## src/rtl/cnn_pkg.sv

```systemverilog
// cnn_pkg
//   Shared constants, types and helpers for the conv datapath stages.
//   - DATA_W / FRAC_BITS : activation, weight and bias format (signed Q8.8 with sign)
//   - PROD_W             : stage-2 product width (two DATA_W values multiplied)
//   - ACC_W              : accumulator width, wide enough for 27 full-scale products
//   - OUT_DIM / POS_W    : output map side length and its coordinate width
//   - sat_relu()         : accumulator -> DATA_W pixel (ReLU, rescale, saturate)
package cnn_pkg;

  localparam int DATA_W    = 17;
  localparam int PROD_W    = 2 * DATA_W;
  localparam int FRAC_BITS = 8;
  localparam int ACC_W     = PROD_W + 5;
  localparam int N_PROD    = 27;
  localparam int OUT_DIM   = 6;
  localparam int POS_W     = $clog2(OUT_DIM);

  typedef logic signed [DATA_W-1:0] data_t;
  typedef logic signed [PROD_W-1:0] prod_t;
  typedef logic signed [ACC_W-1:0]  acc_t;

  // Largest positive DATA_W value, held at accumulator width for the compare.
  localparam acc_t SAT_MAX = acc_t'((1 << (DATA_W - 1)) - 1);

  // The accumulator carries 2*FRAC_BITS fractional bits; dropping FRAC_BITS
  // of them returns to the DATA_W Q format. Negative sums clamp to zero
  // before the shift, so the shift only ever sees non-negative values and
  // truncation rounds toward zero.
  function automatic data_t sat_relu(input acc_t acc);
    acc_t  shifted;
    data_t result;
    shifted = acc >>> FRAC_BITS;
    if (acc[ACC_W-1]) begin
      result = '0;
    end else if (shifted > SAT_MAX) begin
      result = data_t'(SAT_MAX);
    end else begin
      result = data_t'(shifted);
    end
    return result;
  endfunction

endpackage

```

## src/rtl/s3_accum_bias_relu_add3_reg.sv

```systemverilog
// add3_reg
//   Registered signed three-input adder used as one node of the stage-3
//   adder tree. The sum and its valid bit load together when en is high, so
//   the whole tree stalls as a unit.
//   Ports:
//   - clk, rst_n  : clock, asynchronous active-low reset
//   - clear       : synchronous flush of the valid bit (data is left alone)
//   - en          : pipeline advance; register loads only when high
//   - in_valid    : valid bit travelling with a, b, c
//   - a, b, c     : signed operands, already extended to W bits
//   - out_valid   : registered valid
//   - sum         : registered a + b + c
module add3_reg #(
  parameter int W = 39
) (
  input  logic                clk,
  input  logic                rst_n,
  input  logic                clear,
  input  logic                en,
  input  logic                in_valid,
  input  logic signed [W-1:0] a,
  input  logic signed [W-1:0] b,
  input  logic signed [W-1:0] c,
  output logic                out_valid,
  output logic signed [W-1:0] sum
);

  logic signed [W-1:0] sum_d, sum_q;
  logic                valid_d, valid_q;

  // Operands are pre-extended by the caller to a width that cannot overflow,
  // so a plain add is exact. clear wins over a simultaneous load.
  always_comb begin
    sum_d   = sum_q;
    valid_d = valid_q;
    if (clear) begin
      valid_d = 1'b0;
    end else if (en) begin
      sum_d   = a + b + c;
      valid_d = in_valid;
    end
  end

  // Node register.
  always_ff @(posedge clk or negedge rst_n) begin
    if (!rst_n) begin
      sum_q   <= '0;
      valid_q <= 1'b0;
    end else begin
      sum_q   <= sum_d;
      valid_q <= valid_d;
    end
  end

  assign sum       = sum_q;
  assign out_valid = valid_q;

endmodule

```

## src/rtl/s3_accum_bias_relu.sv

```systemverilog
// s3_accum_bias_relu
//   Stage 3 of the conv datapath. Reduces the 27 products of one 3x3x3 window
//   through a registered 3-level adder tree, adds the filter bias, applies
//   ReLU and rescales/saturates back to DATA_W. Each result leaves tagged
//   with its output-map (row, col) and an end-of-map flag.
//   Four register stages (S1 9x add3, S2 3x add3, S3 final sum + bias,
//   S4 output) give a 4-cycle latency; the whole pipe stalls together when
//   the output is held by backpressure.
//   Ports:
//   - clk, rst_n           : clock, asynchronous active-low reset
//   - clear                : sync flush of all valids and position counters
//   - in_valid / in_ready  : product-side handshake (in_ready is combinational)
//   - mult_res[27]         : signed products, index k*9 + 3*i + j
//   - bias                 : signed filter bias, sampled with each window
//   - out_valid/out_ready  : pixel-side handshake
//   - out_data             : ReLU'd, saturated pixel in the input Q format
//   - out_row, out_col     : coordinates of the presented pixel
//   - out_last             : presented pixel is the last of the map
module s3_accum_bias_relu
  import cnn_pkg::*;
(
  input  logic             clk,
  input  logic             rst_n,
  input  logic             clear,
  input  logic             in_valid,
  output logic             in_ready,
  input  prod_t            mult_res [N_PROD],
  input  data_t            bias,
  output logic             out_valid,
  input  logic             out_ready,
  output data_t            out_data,
  output logic [POS_W-1:0] out_row,
  output logic [POS_W-1:0] out_col,
  output logic             out_last
);

  localparam logic [POS_W-1:0] POS_LAST = POS_W'(OUT_DIM - 1);
  localparam logic [POS_W-1:0] POS_ONE  = POS_W'(1);

  logic adv;

  acc_t       s1_sum [9];
  logic [8:0] s1_valid_vec;
  logic       s1_valid;
  acc_t       s2_sum [3];
  logic [2:0] s2_valid_vec;
  logic       s2_valid;

  data_t            bias1_d, bias1_q;
  data_t            bias2_d, bias2_q;
  acc_t             bias_ext;
  acc_t             s3_sum_d, s3_sum_q;
  logic             s3_valid_d, s3_valid_q;
  data_t            out_data_d, out_data_q;
  logic             out_valid_d, out_valid_q;
  logic [POS_W-1:0] row_d, row_q;
  logic [POS_W-1:0] col_d, col_q;
  logic             out_xfer;

  // The output register frees up whenever it is empty or being taken this
  // cycle; every stage moves in lockstep on that single enable.
  assign adv      = !out_valid_q || out_ready;
  assign in_ready = adv;
  assign out_xfer = out_valid_q && out_ready;

  // S1: nine partial sums, one per (channel, row) triple of products.
  for (genvar m = 0; m < 9; m++) begin : g_s1
    add3_reg #(.W(ACC_W)) u_add3 (
      .clk       (clk),
      .rst_n     (rst_n),
      .clear     (clear),
      .en        (adv),
      .in_valid  (in_valid),
      .a         (acc_t'(mult_res[3*m])),
      .b         (acc_t'(mult_res[3*m+1])),
      .c         (acc_t'(mult_res[3*m+2])),
      .out_valid (s1_valid_vec[m]),
      .sum       (s1_sum[m])
    );
  end

  // All lanes see the same valid and enable, so they always agree; the AND
  // just merges them into the stage valid.
  assign s1_valid = &s1_valid_vec;

  // S2: three per-channel sums.
  for (genvar g = 0; g < 3; g++) begin : g_s2
    add3_reg #(.W(ACC_W)) u_add3 (
      .clk       (clk),
      .rst_n     (rst_n),
      .clear     (clear),
      .en        (adv),
      .in_valid  (s1_valid),
      .a         (s1_sum[3*g]),
      .b         (s1_sum[3*g+1]),
      .c         (s1_sum[3*g+2]),
      .out_valid (s2_valid_vec[g]),
      .sum       (s2_sum[g])
    );
  end

  assign s2_valid = &s2_valid_vec;

  // Bias is in DATA_W format (FRAC_BITS fractional bits) while products carry
  // twice that, so it is aligned by shifting up FRAC_BITS after extension.
  assign bias_ext = acc_t'(bias2_q) <<< FRAC_BITS;

  // Next-state for bias delay line, S3, S4 and the position counters.
  // The bias rides two registers so it meets the S2 sums of its own window,
  // which keeps a mid-stream bias change from touching earlier windows.
  // clear drops every valid and zeroes the counters but leaves out_data.
  always_comb begin
    bias1_d     = bias1_q;
    bias2_d     = bias2_q;
    s3_sum_d    = s3_sum_q;
    s3_valid_d  = s3_valid_q;
    out_data_d  = out_data_q;
    out_valid_d = out_valid_q;
    row_d       = row_q;
    col_d       = col_q;

    if (clear) begin
      s3_valid_d  = 1'b0;
      out_valid_d = 1'b0;
      row_d       = '0;
      col_d       = '0;
    end else begin
      if (adv) begin
        bias1_d     = bias;
        bias2_d     = bias1_q;
        s3_sum_d    = s2_sum[0] + s2_sum[1] + s2_sum[2] + bias_ext;
        s3_valid_d  = s2_valid;
        out_data_d  = sat_relu(s3_sum_q);
        out_valid_d = s3_valid_q;
      end
      // Raster scan of the output map, wrapping back to the origin after
      // the last pixel.
      if (out_xfer) begin
        if (col_q == POS_LAST) begin
          col_d = '0;
          row_d = (row_q == POS_LAST) ? '0 : row_q + POS_ONE;
        end else begin
          col_d = col_q + POS_ONE;
        end
      end
    end
  end

  // Stage registers for bias, S3, S4 and the counters.
  always_ff @(posedge clk or negedge rst_n) begin
    if (!rst_n) begin
      bias1_q     <= '0;
      bias2_q     <= '0;
      s3_sum_q    <= '0;
      s3_valid_q  <= 1'b0;
      out_data_q  <= '0;
      out_valid_q <= 1'b0;
      row_q       <= '0;
      col_q       <= '0;
    end else begin
      bias1_q     <= bias1_d;
      bias2_q     <= bias2_d;
      s3_sum_q    <= s3_sum_d;
      s3_valid_q  <= s3_valid_d;
      out_data_q  <= out_data_d;
      out_valid_q <= out_valid_d;
      row_q       <= row_d;
      col_q       <= col_d;
    end
  end

  // The counters point at the pixel currently presented, since they only
  // step when that pixel is taken.
  assign out_valid = out_valid_q;
  assign out_data  = out_data_q;
  assign out_row   = row_q;
  assign out_col   = col_q;
  assign out_last  = (row_q == POS_LAST) && (col_q == POS_LAST);

endmodule

```

## config.mk

```make
export PLATFORM = sky130hd
export DESIGN_NAME = s3_accum_bias_relu
export DESIGN_NICKNAME = d
export VERILOG_FILES = /design/src/rtl/cnn_pkg.sv /design/src/rtl/s3_accum_bias_relu_add3_reg.sv /design/src/rtl/s3_accum_bias_relu.sv
export SDC_FILE = /design/constraint.sdc
export NUM_CORES = 2
export LEC_CHECK = 0
export ABC_AREA = 1
export CAP_MARGIN = 5
export CELL_PAD_IN_SITES_DETAIL_PLACEMENT = 1
export CELL_PAD_IN_SITES_GLOBAL_PLACEMENT = 2
export CORE_ASPECT_RATIO = 0.75
export CORE_MARGIN = 2
export CORE_UTILIZATION = 26
export CTS_BUF_LIST = sky130_fd_sc_hd__clkbuf_4 sky130_fd_sc_hd__clkbuf_8
export DETAILED_ROUTE_END_ITERATION = 8
export PLACE_DENSITY = 0.67
export SETUP_SLACK_MARGIN = 0.3
export SLEW_MARGIN = 30
export SYNTH_ARGS = -nofsm -noshare
export SYNTH_HDL_FRONTEND = slang
export SYNTH_SLANG_ARGS = --single-unit
```

## constraint.sdc

```tcl
create_clock -name clk -period 5.92 [get_ports clk]
set_clock_uncertainty 0.15 [all_clocks]
set_input_delay 0.888 -clock clk [delete_from_list [all_inputs] [get_ports clk]]
set_output_delay 0.888 -clock clk [all_outputs]
set_load 0.05 [all_outputs]
```

==> out/qor.csv <==
stage,metric,value,unit
run_status,outcome,"complete, no violations",
die,die width,552.6,µm
global_route,first-pass GRT wire length,412.5,mm
pwr,total power,42.29,mW
cts,CTS tree,done,
cts,clk buf depth,3,
placement,Post-DP Area,71800,µm²
route,post-detailed-route count of antenna-violating nets,0,
cts,htree depth,3,
pwr,power density over cell area,569.9,nW/µm²
die,# IOs,966,
cts,CTS sink count,533,
route,via/cell ratio,4.915,
timing,slew margin rel.,0.3745,
timing,RSZ-0062 raised after global routing,no,
placement,PortBufs,965,
worst_setup_path,critical path type,reg -> reg,
worst_setup_path,reg2reg setup slack,1.77,ns
layout,ratio of cells with drive above 1 in the final layout,0.03818,
timing,final worst-path cycle share,0.7006,
synth,Synth Cell Area,58690,µm²
worst_setup_path,startpoint types,flop,
worst_setup_path,r2r endpoint,s3_sum_q[28],
layout,Final Cell Area,74200,µm²
layout,final core occ,0.3297,
route,Vias,59610,
synth,#FFs+latches synth,533,
global_route,total gr overflow,0,
cts,TritonCTS Buffers,102,
min_path,HP Class,reg -> reg,
die,row count,151,
synth,syn nets,9974,
worst_setup_path,Worst EP arrival,4.71,ns
global_route,total global-route track usage,0.2355,
timing,Tmin final,4.147,ns
placement,dpl ws,1.368,ns
die,die height,415.5,µm
timing,Fin. Hold Viols,0,
min_path,Hold Path End,bias2_q[12],
timing,Slew @ Worst Pin,0.9285,ns
cts,clk_lat worst skew,0.84,ns
synth,Cells after Synth,8085,
synth,synth unique cells,47,
worst_setup_path,R2R depth,12,
layout,Area Overhead vs Synth,26.42,%
layout,multi-input logic area,41830,µm²
synth,"Seq/Total Area, Yosys",0.2273,
pwr,worst vdd ir,0.4115,mV
timing,max-slew violation count,0,
job,total of max-cap violations,0,
timing,final worst slack,1.773,ns
worst_setup_path,crit path max fanout,13,
global_route,vias in the first global route,63040,
worst_setup_path,CP Data Required Time,6.48,ns
placement,RePlAce Congestion,0.9372,
cts,CTS root buf,clkbuf_8,
cts,Resized Gates After CTS,0,
layout,final net count,10950,
die,Starting Density,0.2608,
die,Core Region,225000,µm²
layout,Fill cells,27490,
cts,Worst-path clk slew,0.06,ns
die,Die ar.,229600,µm²
timing,Final Setup Violations,0,
min_path,worst hold path startpoint,bias1_q[12],
synth,"EDFF count, synth",0,
timing,top achievable clock speed,241.1,MHz
synth,yosys warns,0,
timing,setup TNS,0,ns
layout,Seq. cell area,13340,µm²
route,wire per inst,22.62,µm
min_path,hold depth,2,
global_route,largest net degree at the start of global routing,147,
route,drt drc,0,
pwr,Static Leak,33.42,nW
route,Pre-Repair DR Iteration Count,5,
route,DR iter-0 viols,3562,
placement,post-DP HPWL,238.8,mm
synth,"FFs w/ async S/R, synth",1.000,
route,Routed WL,274.4,mm
global_route,initial antenna violation count,20,
worst_setup_path,reg-to-reg startpoint,bias2_q[16],
synth,ys flop type,dfrtp_1,
synth,syn_area_per_cell,7.259,µm²
worst_setup_path,Crit. End Element,flop,
## placed cells by master, fill, tap and decap left out, drive strengths merged, types with 44 or more instances in the layout
cell	count
inv	771
fa	493
o21a	44
clkbuf	157
nor3	89
ha	456
nand3	386
clkdlybuf4s50	964
dfrtp	533
nand2	2412
o21ai	793
nor2	832
nand4	115
a21oi	699
xnor2	90
## final cells by class
cell class,count,share of cell area
Clock buffer,157,0.02668
Clock inverter,30,0.005447
Antenna cell,4,0.0001349
Tap cell,2983,0.05030
Multi-Input combinational cell,6666,0.5638
Sequential cell,533,0.1798
Timing Repair Buffer,988,0.1350
Inverter,768,0.03895
## metal layers
metal / vias up / track usage / part of all wire
li1: 28590 / - / -
met1: 29560 / 0.3645 / 0.52
met2: 1283 / 0.3597 / 0.43
met3: 183 / 0.02542 / 0.039
met4: 2 / 0.02249 / 0.0094
met5: - / 0 / 0.000062
## cells by family after synthesis
group	after synthesis	share of synthesized area
DFF	533	0.2273
AOI/OAI and AO/OA	1642	0.1503
buffers and inverters	886	0.06025
and+or+nand+nor	3944	0.2773
xor gates and xnor gates	131	0.01955
adders and majority gates	949	0.2654
## critical path, stage by stage (launching register included)
cell and delay (ns):
dfrtp_1 0.43, inv_1 0.67, fa_1 0.56, fa_1 0.50, inv_1 0.04, ha_1 0.36
a21oi_1 0.22, o21ai_0 0.21, o21bai_1 0.23, a21oi_1 0.21, nand2_1 0.14, nor2_1 0.22
o21ai_1 0.11
## flip-flops by register name, summed over array words and instances (netlist names)
register / flops
out_row: 3
s3_sum_q: 31
s3_valid_q: 1
g_s2.u_add3.out_valid: 1
bias2_q: 17
g_s1.u_add3.sum: 324
g_s1.u_add3.out_valid: 1
g_s2.u_add3.sum: 117
out_valid: 1
bias1_q: 17
out_data: 17
out_col: 3
## worst max-delay path by stage
stage	depth (start not counted)	slack (ns)	to	startpoint
CTS	12	1.82	s3_sum_q[28]	bias2_q[16]
global route	14	1.57	s3_sum_q[38]	bias2_q[16]
detailed placement	12	1.37	g_s1[8].u_add3.sum[15]	mult_res[1]
finish	12	1.77	s3_sum_q[28]	bias2_q[16]
floorplan	16	2.47	s3_sum_q[36]	bias2_q[16]
global placement	12	1.35	g_s1[8].u_add3.sum[15]	mult_res[1]
## Yosys cell counts (44+ instances only)
| cell | number | area share |
|---|---|---|
| nand3_1 | 376 | 0.032 |
| fa_1 | 493 | 0.17 |
| xnor2_1 | 90 | 0.013 |
| nor3_1 | 85 | 0.0072 |
| nand2_1 | 2394 | 0.15 |
| a21oi_1 | 683 | 0.058 |
| buf_2 | 74 | 0.0063 |
| inv_1 | 766 | 0.049 |
| ha_1 | 456 | 0.097 |
| o21ai_2 | 50 | 0.0075 |
| o21ai_1 | 110 | 0.0094 |
| nor2_1 | 818 | 0.052 |
| o21ai_0 | 633 | 0.054 |
| o21a_1 | 44 | 0.0056 |
| dfrtp_1 | 533 | 0.23 |
| nand4_1 | 115 | 0.012 |
## per-stage QoR
stage               cells  hold WS, ns
floorplan            8085       0.2991
global placement    11940       0.3167
detailed placement  11940       0.3151
CTS                 12130       0.3318
global route        12130       0.3536
finish              12130       0.3253
## where the power goes
group | total (mW) | internal [mW] | switching, mW
combinational | 31.2 | 10.1 | 21.2
sequential | 6.69 | 5.06 | 1.63
clock | 4.37 | 2.49 | 1.88
## repair_timing
action	4_1_cts	5_1_grt
hold buffers	1	0
endpoints found under the hold margin	67	0
setup endpoints to repair	0	0
setup buffers	0	0
Note: power is estimated with default switching activity, not from simulation.
